File: src/rtl/timer_bank_pkg.sv
// Register offsets and TCON bit positions shared by the timer bank and its channels.
package timer_bank_pkg;
  localparam int TH_OFS    = 0;
  localparam int TL_OFS    = 4;
  localparam int TCON_OFS  = 8;
  localparam int PSC_OFS   = 12;
  localparam int CH_STRIDE = 16;

  localparam int TCON_EN      = 0;
  localparam int TCON_IE      = 1;
  localparam int TCON_PEND    = 2;
  localparam int TCON_ONESHOT = 3;
  localparam int TCON_CASC    = 4;
endpackage

File: src/rtl/timer_channel.sv
// One reload timer: TH/TL/TCON/PSC registers, prescaler and wrap logic.
// Bus writes win over counting; a wrap that sets PEND beats a same-cycle clear.
module timer_channel
  import timer_bank_pkg::*;
#(
  parameter int CNT_W    = 32,
  parameter int PSC_W    = 16,
  parameter bit HAS_CASC = 1'b0
) (
  input  logic        sysclk,
  input  logic        reset,
  input  logic        wr_th,
  input  logic        wr_tl,
  input  logic        wr_tcon,
  input  logic        wr_psc,
  input  logic [31:0] wdata,
  input  logic        casc_in,
  output logic        tick,
  output logic        pend,
  output logic [31:0] th_rd,
  output logic [31:0] tl_rd,
  output logic [31:0] tcon_rd,
  output logic [31:0] psc_rd
);
  logic [CNT_W-1:0] th, tl;
  logic [PSC_W-1:0] psc, pc;
  logic en, ie, oneshot, casc, ce;

  // A cascaded channel counts on its neighbour's wrap instead of its prescaler.
  assign ce   = en & (casc ? casc_in : (pc == psc));
  assign tick = ce & (&tl);

  always_ff @(posedge sysclk or negedge reset) begin
    if (!reset) begin
      th      <= '0;
      tl      <= '0;
      psc     <= '0;
      pc      <= '0;
      en      <= 1'b0;
      ie      <= 1'b0;
      oneshot <= 1'b0;
      casc    <= 1'b0;
      pend    <= 1'b0;
    end else begin
      if (wr_psc || !en || casc || pc == psc) pc <= '0;
      else                                    pc <= pc + 1'b1;

      if (wr_th)  th  <= wdata[CNT_W-1:0];
      if (wr_psc) psc <= wdata[PSC_W-1:0];

      if (wr_tl)     tl <= wdata[CNT_W-1:0];
      else if (tick) tl <= th;
      else if (ce)   tl <= tl + 1'b1;

      if (wr_tcon) begin
        en      <= wdata[TCON_EN];
        ie      <= wdata[TCON_IE];
        oneshot <= wdata[TCON_ONESHOT];
        if (HAS_CASC) casc <= wdata[TCON_CASC];
      end else if (tick && oneshot) begin
        en <= 1'b0;
      end

      if (tick && ie)                           pend <= 1'b1;
      else if (wr_tcon && !wdata[TCON_PEND])    pend <= 1'b0;
    end
  end

  always_comb begin
    th_rd   = '0;
    tl_rd   = '0;
    psc_rd  = '0;
    tcon_rd = '0;
    th_rd[CNT_W-1:0]  = th;
    tl_rd[CNT_W-1:0]  = tl;
    psc_rd[PSC_W-1:0] = psc;
    tcon_rd[TCON_EN]      = en;
    tcon_rd[TCON_IE]      = ie;
    tcon_rd[TCON_PEND]    = pend;
    tcon_rd[TCON_ONESHOT] = oneshot;
    tcon_rd[TCON_CASC]    = casc;
  end
endmodule

File: src/rtl/timer_bank.sv
// Memory-mapped bank of NUM_CH reload timers with a kernel-mode-masked interrupt.
// TIMER_CASCADE_EN adds TCON.CASC on channels 1..NUM_CH-1 (count on previous channel's wrap).
module timer_bank
  import timer_bank_pkg::*;
#(
  parameter int          NUM_CH    = 4,
  parameter int          CNT_W     = 32,
  parameter int          PSC_W     = 16,
  parameter logic [31:0] BASE_ADDR = 32'h4000_0100
) (
  input  logic              sysclk,
  input  logic              reset,
  input  logic              rd,
  input  logic              wr,
  input  logic [31:0]       addr,
  input  logic [31:0]       wdata,
  output logic [31:0]       rdata,
  input  logic              PC_31,
  output logic              irqout,
  output logic [NUM_CH-1:0] tick
);
  localparam logic [31:0] STAT_OFS = 32'(CH_STRIDE * NUM_CH);

  logic [31:0]       off;
  logic [NUM_CH-1:0] pend;
  logic [31:0]       th_rd   [NUM_CH];
  logic [31:0]       tl_rd   [NUM_CH];
  logic [31:0]       tcon_rd [NUM_CH];
  logic [31:0]       psc_rd  [NUM_CH];

  // Addresses below the base wrap to huge offsets and so decode as unmapped.
  assign off = addr - BASE_ADDR;

  for (genvar i = 0; i < NUM_CH; i++) begin : g_ch
    logic sel, tk, casc_in;
`ifdef TIMER_CASCADE_EN
    localparam bit CASC_OK = (i > 0);
`else
    localparam bit CASC_OK = 1'b0;
`endif
    assign sel = wr && (off[31:4] == 28'(i));

    if (i == 0) begin : g_first
      assign casc_in = 1'b0;
    end else begin : g_next
      assign casc_in = g_ch[i-1].tk;
    end

    timer_channel #(
      .CNT_W    (CNT_W),
      .PSC_W    (PSC_W),
      .HAS_CASC (CASC_OK)
    ) u_ch (
      .sysclk  (sysclk),
      .reset   (reset),
      .wr_th   (sel && off[3:0] == 4'(TH_OFS)),
      .wr_tl   (sel && off[3:0] == 4'(TL_OFS)),
      .wr_tcon (sel && off[3:0] == 4'(TCON_OFS)),
      .wr_psc  (sel && off[3:0] == 4'(PSC_OFS)),
      .wdata   (wdata),
      .casc_in (casc_in),
      .tick    (tk),
      .pend    (pend[i]),
      .th_rd   (th_rd[i]),
      .tl_rd   (tl_rd[i]),
      .tcon_rd (tcon_rd[i]),
      .psc_rd  (psc_rd[i])
    );

    assign tick[i] = tk;
  end

  always_comb begin
    rdata = '0;
    if (rd) begin
      if (off == STAT_OFS) rdata[NUM_CH-1:0] = pend;
      for (int i = 0; i < NUM_CH; i++) begin
        if (off[31:4] == 28'(i)) begin
          case (off[3:0])
            4'(TH_OFS):   rdata = th_rd[i];
            4'(TL_OFS):   rdata = tl_rd[i];
            4'(TCON_OFS): rdata = tcon_rd[i];
            4'(PSC_OFS):  rdata = psc_rd[i];
            default:      ;
          endcase
        end
      end
    end
  end

  assign irqout = !PC_31 && (|pend);
endmodule

File: config.mk
export PLATFORM = sky130hd
export DESIGN_NAME = timer_bank
export DESIGN_NICKNAME = d
export VERILOG_FILES = /design/src/rtl/timer_bank_pkg.sv /design/src/rtl/timer_channel.sv /design/src/rtl/timer_bank.sv
export SDC_FILE = /design/constraint.sdc
export NUM_CORES = 1
export LEC_CHECK = 0
export ABC_CLOCK_PERIOD_IN_PS = 2500
export BUFFER_PORTS_ARGS = -buffer_cell sky130_fd_sc_hd__clkbuf_2
export CORE_UTILIZATION = 31
export DETAILED_ROUTE_END_ITERATION = 10
export REMOVE_ABC_BUFFERS = 1
export SKIP_LAST_GASP = 1
export SLEW_MARGIN = 20
export SYNTH_ARGS = -nofsm -noshare
export SYNTH_HDL_FRONTEND = slang
export SYNTH_SLANG_ARGS = --single-unit
File: constraint.sdc
create_clock -name sysclk -period 2.5 [get_ports sysclk]
set_input_delay 0.375 -clock sysclk [delete_from_list [all_inputs] [get_ports sysclk]]
set_output_delay 0.375 -clock sysclk [all_outputs]
set_load 0.05 [all_outputs]
==> flow_metrics.env <==
export IMPL_fin_crit_sh=1.12
export IMPL_cellLeakagePower_nw=11.6
export IMPL_cts_tree="done"
export IMPL_cp_end_kind="output port"
export IMPL_final_nets=2484
export IMPL_synth_most_common_cell="sky130_fd_sc_hd__dfrtp_1"
export IMPL_critical_path_max_stage_delay_ns=0.54
export IMPL_finalHoldViolCount=0
export IMPL_ir_drop_mv=0.384
export IMPL_max_cap_viol_count=0
export IMPL_cp_required_ns=2.12
export IMPL_layout_drive_gt1_share=0.374
export IMPL_outcome="complete, but fails checks"
export IMPL_worst_setup_path_start_kind="register"
export IMPL_setup_viol=37
export IMPL_count_of_buffer_and_inverter_cells_on_the_critical_path=2
export IMPL_final_hold_worst_slack_ns=0.170
export IMPL_number_of_enable_type_register_cells_in_the_synthesized_netlist=0
export IMPL_failed_checks="setup timing"
export IMPL_worst_endpoint_arrival_ns=2.43
export IMPL_insertion_delay_ns=0.57
export IMPL_floorplan_rows=92
export IMPL_grt_setup_unrepaired="true"
export IMPL_post_synth_top_area_fraction=0.420
export IMPL_crit_type="register to output port"
export IMPL_slew_headroom=0.522
export IMPL_critical_path_cell_count=6
export IMPL_port_buffer_count=105
export IMPL_final_critical_path_setup_slack_ns=-0.301
export IMPL_fillers=5925
export IMPL_detail_route_wl_per_cell_um=24.0
export IMPL_finish_utilization=0.433
export IMPL_htree_num_levels=2
export IMPL_routabilityCongestion=0.955
export IMPL_synth_async_reset_ratio=1.00
export IMPL_worstHoldPathType="primary input to register"
export IMPL_synthesis_instances=2090
export IMPL_core_mm2=0.0634
export IMPL_die_area_mm2=0.0655
export IMPL_num_vias=19200
export IMPL_max_clock_path_buffers=3
export IMPL_grt_antenna_before_repair=0
export IMPL_wire_length_of_the_first_global_routing_pass_um=118000
export IMPL_fin_crit_ns=2.80
export IMPL_grt_total_usage=0.232
export IMPL_wl_um=79000
export IMPL_clock_buffer_count_from_cts=39
export IMPL_io_pin_count=106
export IMPL_finalMaxSlewViolations=0
export IMPL_first_global_vias=19300
export IMPL_cts_root_buf="sky130_fd_sc_hd__clkbuf_16"
export IMPL_yosys_most_used_dff="sky130_fd_sc_hd__dfrtp_1"
export IMPL_fin_skew_ns=0.0210
export IMPL_syn2layout_area_growth_pct=37.3
export IMPL_count_of_routing_violations_after_the_opening_detailed_route_iteration=1745
export IMPL_overflow=0
export IMPL_library_cell_with_the_largest_summed_area_after_synthesis="sky130_fd_sc_hd__dfrtp_1"
export IMPL_ys_ff_latch=336
export IMPL_yosys_top_cells_count="336 x sky130_fd_sc_hd__dfrtp_1, 219 x sky130_fd_sc_hd__nand2_1, 209 x sky130_fd_sc_hd__mux2_2"
export IMPL_path_clk_slew_ns=0.06
export IMPL_die_h_um=256
export IMPL_timing_worst_slew_pin_value_ns=0.717
export IMPL_yosys_cell_types_count=81
export IMPL_synth_avg_cell_area_um2=9.57
export IMPL_dr_drc_count=0
export IMPL_critical_path_cell_with_the_highest_stage_delay="sky130_fd_sc_hd__o211ai_1"
export IMPL_initial_utilization=0.315
export IMPL_layoutNonFillerInstCount=3288
export IMPL_post_dp_hpwl_um=56300
export IMPL_seqCellArea_mm2=0.00842
export IMPL_vias_per_cell=5.85
export IMPL_syn_cell_area_mm2=0.0200
export IMPL_seq_area_frac_synth=0.420
export IMPL_drt_antenna_violating_nets=0
export IMPL_min_path_cells=3
export IMPL_critical_path_top_delay_family="compound AO/OA/AOI/OAI gates"
export IMPL_worst_path_max_fanout=5
export IMPL_power_density_over_the_cells_mw_per_mm2=461
export IMPL_grt_start_max_net_pins=66
export IMPL_footprint_of_the_multi_input_gates_mm2=0.0122
export IMPL_synth_area_top_cells="sky130_fd_sc_hd__dfrtp_1 42%, sky130_fd_sc_hd__mux2_2 12%, sky130_fd_sc_hd__nand2_1 4.1%"
export IMPL_clock_sinks=336
export IMPL_detailed_router_iteration_count_before_antenna_repair=6
export IMPL_place_detailed_instances=3173
export IMPL_r2r_cells=7
export IMPL_timing_critical_path_cells="mux2i_2 > o21ai_1 > o211ai_1 > o221ai_4 > buf_6 > buf_12"
export IMPL_synth_yosys_warnings=4
export IMPL_die_extent_in_x_um=256
export IMPL_clock_fmax_ghz=0.357
-- repair_timing --
item                                   in CTS  in global routing
setup endpoints to repair                  43                 61
setup buffers                              41                 19
hold buffers                                1                  0
endpoints found under the hold margin      55                  0
pin swaps                                  56                 52
cloned                                      1                  6
gates resized for setup                   164                115
-- state kept, by name (all words and copies together) (netlist names) --
register	flops
g_ch.u_ch.th_rd	128
g_ch.u_ch.oneshot	4
g_ch.u_ch.psc	64
g_ch.u_ch.en	4
g_ch.u_ch.ie	4
g_ch.u_ch.pend	4
g_ch.u_ch.tl_rd	128
-- kinds of logic (layout without fill, tap and decap cells) --
group | Yosys count | count (layout) | share of synthesized area
AND/OR/NAND/NOR | 672 | 672 | 0.166
AO/OA/AOI/OAI | 589 | 589 | 0.194
flip-flops | 336 | 336 | 0.420
multiplexers | 297 | 297 | 0.172
buffers and inverters | 178 | 529 | 0.0390
XOR/XNOR | 14 | 14 | 0.00613
adder cells (fa/ha/maj) | 4 | 4 | 0.00250
other | 0 | 1 | 0
-- path summary, 6_finish.rpt --
check,slack (ns),endpoint,startpoint
setup / recovery,-0.30,rdata[12],g_ch[0].u_ch.tl_rd[12]
hold / removal,0.17,g_ch[3].u_ch.tl_rd[29],wdata[29]
setup reg to reg,-0.02,g_ch[1].u_ch.tl_rd[31],g_ch[1].u_ch.tl_rd[11]
hold reg to reg,0.51,g_ch[0].u_ch.pend,g_ch[0].u_ch.ie
max in group asynchronous,1.21,g_ch[0].u_ch.th_rd[1],reset
min in group asynchronous,0.37,g_ch[3].u_ch.tl_rd[4],reset
-- per-layer routing --
metal  up-vias  share of wire  GRT usage
li1       8552              -          -
met1      9777           0.40      0.290
met2       752           0.50      0.403
met3       163          0.054     0.0272
met4         0          0.043     0.0966
met5         -              0          0
-- worst reg2reg max path, cell delays in order (launching register included) --
cell                       delay [ns]
sky130_fd_sc_hd__dfrtp_1         0.46
sky130_fd_sc_hd__and3_1          0.29
sky130_fd_sc_hd__nand4_1         0.20
sky130_fd_sc_hd__buf_4           0.19
sky130_fd_sc_hd__or3_1           0.47
sky130_fd_sc_hd__o31ai_1         0.46
sky130_fd_sc_hd__a211oi_1        0.16
sky130_fd_sc_hd__a21o_1          0.18
-- through the flow --
| stage | instance area, um2 | power [mW] | setup WS [ns] | setup TNS (ns) |
|---|---|---|---|---|
| after floorplan | 19300 | 5.71 | -6.38 | -1058.20 |
| after global placement | 24100 | 6.30 | -0.443 | -9.36 |
| after detailed placement | 24100 | 6.31 | -0.432 | -10.30 |
| after CTS | 26600 | 12.7 | -0.289 | -6.20 |
| after global routing | 27500 | 13.0 | -0.336 | -9.36 |
| final | 27500 | 12.7 | -0.301 | -6.52 |
-- placed cells by master, fill, tap and decap left out, types with 61 or more instances in the layout --
cell type                  count
sky130_fd_sc_hd__buf_12       73
sky130_fd_sc_hd__nand3_1      70
sky130_fd_sc_hd__buf_4       269
sky130_fd_sc_hd__o21ai_0     100
sky130_fd_sc_hd__nor2_1      141
sky130_fd_sc_hd__mux2i_1      66
sky130_fd_sc_hd__clkbuf_2     61
sky130_fd_sc_hd__nand2_1     211
sky130_fd_sc_hd__a21oi_1     128
sky130_fd_sc_hd__dfrtp_1     329
sky130_fd_sc_hd__mux2_2      208
-- report_power, final --
part | switching, mW | total, mW | leakage (nW) | internal, mW
registers | 0.00000215 | 5.44 | 4.09 | 5.44
clock network | 2.49 | 6.37 | 0.705 | 3.88
logic | 0.592 | 0.858 | 6.84 | 0.266
-- area by class of cell --
type	instances	area share
multi-input combinational	1576	0.444
sequential	336	0.307
clock inverter	19	0.00980
inverter	16	0.00237
timing repair buffer	442	0.157
antenna	1	0.0000911
tap	846	0.0386
clock buffer	52	0.0421
Note: power is estimated with default switching activity, not from simulation.
